**src/rtl/trace_pkg.sv**
```systemverilog
// Shared types for the retirement trace port.
// TRACE_TIMESTAMP_EN adds a 32-bit timestamp field to each record and a fifth trace word.
package trace_pkg;

  localparam int REC_XLEN      = 32;
  localparam int DROP_W        = 16;
  localparam int RD_W          = 5;
  localparam int TS_W          = 32;
  localparam int META_LOST_BIT = 31;
  localparam int META_WE_BIT   = 8;
  localparam int META_RD_LSB   = 0;

  typedef struct packed {
    logic [REC_XLEN-1:0] pc;
    logic [REC_XLEN-1:0] instr;
    logic [REC_XLEN-1:0] wdata;
    logic [RD_W-1:0]     rd;
    logic                we;
    logic                lost;
`ifdef TRACE_TIMESTAMP_EN
    logic [TS_W-1:0]     ts;
`endif
  } trace_rec_t;

  typedef enum logic [2:0] {
    S_IDLE    = 3'd0,
    S_W_PC    = 3'd1,
    S_W_INSTR = 3'd2,
    S_W_DATA  = 3'd3,
    S_W_META  = 3'd4,
    S_W_TS    = 3'd5
  } trace_state_e;

`ifdef TRACE_TIMESTAMP_EN
  localparam trace_state_e S_LAST = S_W_TS;
`else
  localparam trace_state_e S_LAST = S_W_META;
`endif

  function automatic logic [REC_XLEN-1:0] meta_word(input trace_rec_t rec);
    logic [REC_XLEN-1:0] w;
    w = '0;
    w[META_LOST_BIT]           = rec.lost;
    w[META_WE_BIT]             = rec.we;
    w[META_RD_LSB +: RD_W]     = rec.rd;
    return w;
  endfunction

endpackage

```
**src/rtl/trace_fifo.sv**
```systemverilog
// Synchronous FIFO of trace records. The pop-side output register doubles as the
// serializer's holding register, so a popped record stays put until the next pop.
module trace_fifo
  import trace_pkg::*;
#(
  parameter int DEPTH = 16
) (
  input  logic       clk,
  input  logic       reset,
  input  logic       i_push,
  input  trace_rec_t i_push_rec,
  input  logic       i_pop,
  output trace_rec_t o_pop_rec,
  output logic       o_full,
  output logic       o_empty
);

  localparam int          AW         = $clog2(DEPTH);
  localparam logic [AW:0] FULL_COUNT = (AW + 1)'(DEPTH);

  trace_rec_t    r_mem [DEPTH];
  trace_rec_t    r_pop_rec;
  logic [AW-1:0] r_wr_ptr;
  logic [AW-1:0] r_rd_ptr;
  logic [AW:0]   r_count;
  logic          w_push;
  logic          w_pop;

  assign o_full    = (r_count == FULL_COUNT);
  assign o_empty   = (r_count == '0);
  assign w_push    = i_push && !o_full;
  assign w_pop     = i_pop && !o_empty;
  assign o_pop_rec = r_pop_rec;

  always_ff @(posedge clk) begin
    if (w_push) begin
      r_mem[r_wr_ptr] <= i_push_rec;
    end
  end

  always_ff @(posedge clk) begin
    if (reset) begin
      r_wr_ptr  <= '0;
      r_rd_ptr  <= '0;
      r_count   <= '0;
      r_pop_rec <= '0;
    end else begin
      if (w_push) begin
        r_wr_ptr <= r_wr_ptr + AW'(1);
      end
      if (w_pop) begin
        r_rd_ptr  <= r_rd_ptr + AW'(1);
        r_pop_rec <= r_mem[r_rd_ptr];
      end
      case ({w_push, w_pop})
        2'b10:   r_count <= r_count + (AW + 1)'(1);
        2'b01:   r_count <= r_count - (AW + 1)'(1);
        default: r_count <= r_count;
      endcase
    end
  end

endmodule

```
**src/rtl/retire_trace_port.sv**
```systemverilog
// Retirement trace producer: captures WB-stage retire events into a FIFO and streams
// each record word-serially over valid/ready. TRACE_TIMESTAMP_EN appends a cycle-count word.
module retire_trace_port
  import trace_pkg::*;
#(
  parameter int DEPTH = 16,
  parameter int XLEN  = REC_XLEN
) (
  input  logic              clk,
  input  logic              reset,
  input  logic              retire_valid,
  input  logic [XLEN-1:0]   retire_pc,
  input  logic [XLEN-1:0]   retire_instr,
  input  logic [XLEN-1:0]   retire_wdata,
  input  logic [4:0]        retire_rd,
  input  logic              retire_we,
  output logic              trace_valid,
  input  logic              trace_ready,
  output logic [XLEN-1:0]   trace_data,
  output logic              trace_last,
  output logic              trace_ovf,
  output logic [DROP_W-1:0] drop_count
);

  trace_state_e      r_state;
  trace_state_e      w_state_next;
  trace_rec_t        w_push_rec;
  trace_rec_t        w_held;
  logic              w_full;
  logic              w_empty;
  logic              w_push;
  logic              w_drop;
  logic              w_pop;
  logic              w_xfer;
  logic              w_is_last;
  logic              r_lost_pending;
  logic              r_ovf;
  logic [DROP_W-1:0] r_drop_count;

`ifdef TRACE_TIMESTAMP_EN
  logic [TS_W-1:0] r_ts;

  always_ff @(posedge clk) begin
    if (reset) begin
      r_ts <= '0;
    end else begin
      r_ts <= r_ts + TS_W'(1);
    end
  end
`endif

  // Full is taken from the registered count, so a same-cycle pop never rescues a push.
  assign w_push = retire_valid && !w_full;
  assign w_drop = retire_valid && w_full;

  always_comb begin
    w_push_rec       = '0;
    w_push_rec.pc    = retire_pc;
    w_push_rec.instr = retire_instr;
    w_push_rec.wdata = retire_wdata;
    w_push_rec.rd    = retire_rd;
    w_push_rec.we    = retire_we;
    w_push_rec.lost  = r_lost_pending;
`ifdef TRACE_TIMESTAMP_EN
    w_push_rec.ts    = r_ts;
`endif
  end

  always_ff @(posedge clk) begin
    if (reset) begin
      r_lost_pending <= 1'b0;
      r_ovf          <= 1'b0;
      r_drop_count   <= '0;
    end else if (w_push) begin
      r_lost_pending <= 1'b0;
    end else if (w_drop) begin
      r_lost_pending <= 1'b1;
      r_ovf          <= 1'b1;
      if (r_drop_count != '1) begin
        r_drop_count <= r_drop_count + DROP_W'(1);
      end
    end
  end

  assign trace_ovf  = r_ovf;
  assign drop_count = r_drop_count;

  trace_fifo #(
    .DEPTH (DEPTH)
  ) u_fifo (
    .clk        (clk),
    .reset      (reset),
    .i_push     (w_push),
    .i_push_rec (w_push_rec),
    .i_pop      (w_pop),
    .o_pop_rec  (w_held),
    .o_full     (w_full),
    .o_empty    (w_empty)
  );

  // Every non-idle state presents a word, so a transfer is just ready outside IDLE.
  assign w_xfer    = (r_state != S_IDLE) && trace_ready;
  assign w_is_last = (r_state == S_LAST);
  assign w_pop     = ((r_state == S_IDLE) || (w_is_last && w_xfer)) && !w_empty;

  always_ff @(posedge clk) begin
    if (reset) begin
      r_state <= S_IDLE;
    end else begin
      r_state <= w_state_next;
    end
  end

  always_comb begin
    w_state_next = r_state;
    case (r_state)
      S_IDLE:    if (!w_empty) w_state_next = S_W_PC;
      S_W_PC:    if (w_xfer)   w_state_next = S_W_INSTR;
      S_W_INSTR: if (w_xfer)   w_state_next = S_W_DATA;
      S_W_DATA:  if (w_xfer)   w_state_next = S_W_META;
`ifdef TRACE_TIMESTAMP_EN
      S_W_META:  if (w_xfer)   w_state_next = S_W_TS;
      S_W_TS:    if (w_xfer)   w_state_next = w_empty ? S_IDLE : S_W_PC;
`else
      S_W_META:  if (w_xfer)   w_state_next = w_empty ? S_IDLE : S_W_PC;
      S_W_TS:                  w_state_next = S_IDLE;
`endif
      default:                 w_state_next = S_IDLE;
    endcase
  end

  // Outputs depend only on registered state and the held record, so they stay stable under backpressure.
  always_comb begin
    trace_valid = 1'b0;
    trace_data  = '0;
    trace_last  = w_is_last;
    case (r_state)
      S_W_PC: begin
        trace_valid = 1'b1;
        trace_data  = w_held.pc;
      end
      S_W_INSTR: begin
        trace_valid = 1'b1;
        trace_data  = w_held.instr;
      end
      S_W_DATA: begin
        trace_valid = 1'b1;
        trace_data  = w_held.wdata;
      end
      S_W_META: begin
        trace_valid = 1'b1;
        trace_data  = meta_word(w_held);
      end
`ifdef TRACE_TIMESTAMP_EN
      S_W_TS: begin
        trace_valid = 1'b1;
        trace_data  = w_held.ts;
      end
`endif
      default: begin
        trace_valid = 1'b0;
      end
    endcase
  end

endmodule

```
**config.mk**
```make
export PLATFORM = sky130hd
export DESIGN_NAME = retire_trace_port
export DESIGN_NICKNAME = d
export VERILOG_FILES = /design/src/rtl/trace_pkg.sv /design/src/rtl/trace_fifo.sv /design/src/rtl/retire_trace_port.sv
export SDC_FILE = /design/constraint.sdc
export NUM_CORES = 2
export LEC_CHECK = 0
export ABC_AREA = 1
export BUFFER_PORTS_ARGS = -buffer_cell sky130_fd_sc_hd__buf_2
export CAP_MARGIN = 20
export CORE_MARGIN = 4
export CORE_UTILIZATION = 50
export CTS_CLUSTER_SIZE = 8
export DETAILED_ROUTE_END_ITERATION = 10
export PLACE_DENSITY = 0.68
export SKIP_CTS_REPAIR_TIMING = 1
export SLEW_MARGIN = 5
export SYNTH_ARGS = -nofsm -noshare
export SYNTH_HDL_FRONTEND = slang
export SYNTH_SLANG_ARGS = --single-unit
export TNS_END_PERCENT = 50
```
**constraint.sdc**
```tcl
create_clock -name clk -period 5.9 [get_ports clk]
set_input_delay 0.59 -clock clk [delete_from_list [all_inputs] [get_ports clk]]
set_output_delay 0.59 -clock clk [all_outputs]
set_load 0.02 [all_outputs]
```
==> results by group <==
Synth
  • Count of mapped cells out of synthesis: about 7,400
  • Multiplexer share of the synthesized area: 0
  • Adder-cell share of the synthesized area: 0.001919
  • Synth top area share: 0.6542
  • Number of warnings issued by yosys: 0
  • Simple-gate share of the synthesized area: 0.2159
  • Main combinational cell family by area after synthesis: simple AND/OR/NAND/NOR gates
  • Avg Cell Area, Syn: roughly 10 µm²
  • Number of distinct library cells after synthesis: 29
  • Most used standard cells in the synthesized netlist: sky130_fd_sc_hd__nand2_1, sky130_fd_sc_hd__edfxtp_1, sky130_fd_sc_hd__nand3_1, sky130_fd_sc_hd__inv_1, sky130_fd_sc_hd__buf_2
  • Post-synth EDFFs: 1,648
  • Most frequently used cell type in the post-synthesis netlist: sky130_fd_sc_hd__nand2_1
  • Leading post-synthesis cells by cell area: sky130_fd_sc_hd__edfxtp_1, sky130_fd_sc_hd__nand2_1, sky130_fd_sc_hd__nand3_1, sky130_fd_sc_hd__inv_1, sky130_fd_sc_hd__dfxtp_1
  • Netlist area before placement: between 0.07 and 0.08 mm²
  • Proportion of synthesized flip-flops having asynchronous set or reset: 0
  • Synth Area in XOR/XNOR: 0.001274
  • Post-synthesis compound-gate area fraction: 0.01189
  • Synthesized flop and latch total: ~1,800
  • Post-synthesis cell type with the largest combined area: sky130_fd_sc_hd__edfxtp_1
  • Fraction of the yosys area taken by sequential cells: 0.6905
  • Ys flop type: sky130_fd_sc_hd__edfxtp_1
  • Syn Nets: about 7,500

Job
  • Number of maximum-capacitance constraint violations: 0

Die
  • Die Y-Extent: ~400 µm
  • Die W: 397.0 µm
  • Die area: 0.1576 mm²
  • Initial Util: 0.5039
  • # IOs: 157
  • Core Area: approximately 0.15 mm²
  • Site row count: about 140

GRT
  • Largest net degree at the start of global routing: between 150 and 200
  • Antenna violations before repair: 33
  • Global routing usage summed across all routing layers: 0.2620
  • Vias in the first global route: around 50,000
  • First-pass GRT wire length: roughly 310,000 µm
  • Overflow left after global routing: 0

Drt
  • Routed length per instance: roughly 22 µm
  • Via density: between 5 and 6
  • Residual DRC: 0
  • 1st-pass router iterations: 8
  • Via count: 52,622
  • Iteration-0 DRC Markers: approximately 6,300
  • Remaining number of nets flagged by the antenna check after routing: 0
  • Final WL: between 200,000 and 250,000 µm

Placed design
  • Number of placed instances, taps included: between 9,000 and 10,000
  • Placed instance area: slightly below 0.08 mm²
  • Global placement routability congestion: 0.8158
  • Setup slack at placement: between 2 and 2.5 ns
  • Half-perimeter wire length of the detailed placement result: roughly 100,000 µm
  • Quantity of I/O buffers inserted on ports: between 150 and 200

CTS
  • Clock insertion delay at the later pin of the skew report: approximately 0.85 ns
  • Clock H-tree levels: 4
  • Max clock buf depth: 3
  • Clk sinks: 1,785
  • Reg clk slew, reported paths: roughly 0.050 ns
  • Clock tree from TritonCTS: done
  • Clock buffers created by TritonCTS: about 240
  • CTS Root Buffer Type: sky130_fd_sc_hd__clkbuf_16

Power
  • Areal power density over the cells: approximately 450 mW/mm²
  • Static leakage: 35.45 nW
  • Worst IR Drop VDD: 0.0005210 V
  • Final total power: between 30 and 40 mW

Finish
  • Fin nets: between 7,000 and 8,000
  • Final std cell area, no fill: between 0.08 and 0.09 mm²
  • Layout cells sized above 1: 0.06752
  • Synthesis-to-layout area growth: 12.55%
  • Cell Count, Final, Fillers Out: slightly below 10,000
  • Final core utilization: 0.5671

Timing
  • Post-Route Hold Slack: approximately 0.11 ns
  • Worst rel slew slack: 0.2500
  • Worst Clk Skew: 0.03131 ns
  • Smallest setup slack after layout: about 2.0 ns
  • Number of hold violations in the final report: 0
  • Transition time at the pin with the least slew margin: between 1 and 1.5 ns
  • Period utilisation layout: 0.6527
  • Final critical-path required period: ~3.9 ns
  • Final slew viol count: 0
  • Total Negative Setup Slacks: 0 ns
  • Setup violation total in the final timing report: 0
  • FMAX: about 0.26 GHz
  • Unrepaired setup endpoints after global routing: false

Hold path
  • Number of cells on the worst hold path: 3
  • Worst Hold Class: input pin to flop

Worst setup path
  • Worst-path fanout max: 9
  • Critical path data required time: 5.31 ns
  • Startpoint type of the worst setup path: flop
  • Type of element capturing the critical path: output pin
  • Arr. time, crit path: about 3.3 ns
  • CP Class: flop to output pin
  • Number of cells on the worst reg-to-reg path: 15

Outcome
  • Run status: finished, final reports clean
==> cell families after synthesis <==
family | after synthesis
buffers and inverters | 1434
and+or+nand+nor | 3962
xor gates and xnor gates | 11
AOI/OAI and AO/OA | 156
adders and majority gates | 11
DFF | 1785
==> registers in the layout, indices dropped and copies added (netlist names) <==
name              cells
u_fifo.r_wr_ptr       4
u_fifo.r_mem       1648
u_fifo.r_rd_ptr       4
r_lost_pending        1
u_fifo.r_count        5
u_fifo.o_pop_rec    103
trace_ovf             1
r_state               3
drop_count           16
==> power by group <==
part | switching [mW] | internal, mW | leakage, nW
sequential | 0.375 | 14.5 | 16.0
clock | 5.16 | 7.70 | 3.34
combinational | 7.88 | 2.89 | 16.1
total | 13.4 | 25.1 | 35.5
==> cell type report <==
class                   count  area (µm²)
inverters                1046        3959
multi-input cells        4140       17610
repair buffers            230        1675
flip-flops and latches   1785       52250
clock inverters            13       244.0
clock buffers             443        6832
well taps                2016        2522
diodes                     19       47.55
fillers                 12247       65000
==> path summary, 6_finish.rpt <==
| path | from | to | slack [ns] |
|---|---|---|---|
| max | r_state[1] | trace_data[0] | 2.05 |
| min | retire_valid | r_lost_pending | 0.11 |
| max reg2reg | u_fifo.r_count[2] | u_fifo.r_count[4] | 2.35 |
| min reg2reg | trace_ovf | trace_ovf | 0.49 |
==> placed cells by master (no fill, tap or decap), drive strengths merged <==
cell	netlist	routed
diode	0	19
nand3	1148	1148
o21ai	21	21
nand2	2682	2682
fa	1	1
o22ai	7	7
o21a	1	1
xor2	8	8
nand3b	2	2
nor2	125	125
xnor2	3	3
nor3	3	3
nand4	2	2
o21bai	1	1
dfxtp	137	137
clkbuf	100	443
buf	288	230
ha	10	10
inv	1045	1051
a21oi	99	99
clkinv	1	8
o221ai	27	27
edfxtp	1648	1648
==> worst max-delay path, cell delays in order, from the launching register on <==
cell	delay (ns)
sky130_fd_sc_hd__dfxtp_1	0.45
sky130_fd_sc_hd__nor2_1	0.12
sky130_fd_sc_hd__nand2_1	0.41
sky130_fd_sc_hd__o22ai_1	0.33
sky130_fd_sc_hd__a21oi_1	0.52
sky130_fd_sc_hd__o21ai_0	0.33
sky130_fd_sc_hd__buf_2	0.25
==> routing by layer <==
layer	up-vias	wire [µm]	share of wire	global-route usage
li1	24191	-	-	-
met1	25295	83410	0.40	0.3547
met2	2635	98230	0.47	0.4254
met3	495	20950	0.10	0.05043
met4	6	7660	0.036	0.09350
met5	-	40	0.00019	0
Power figures use the tool's default switching activity.
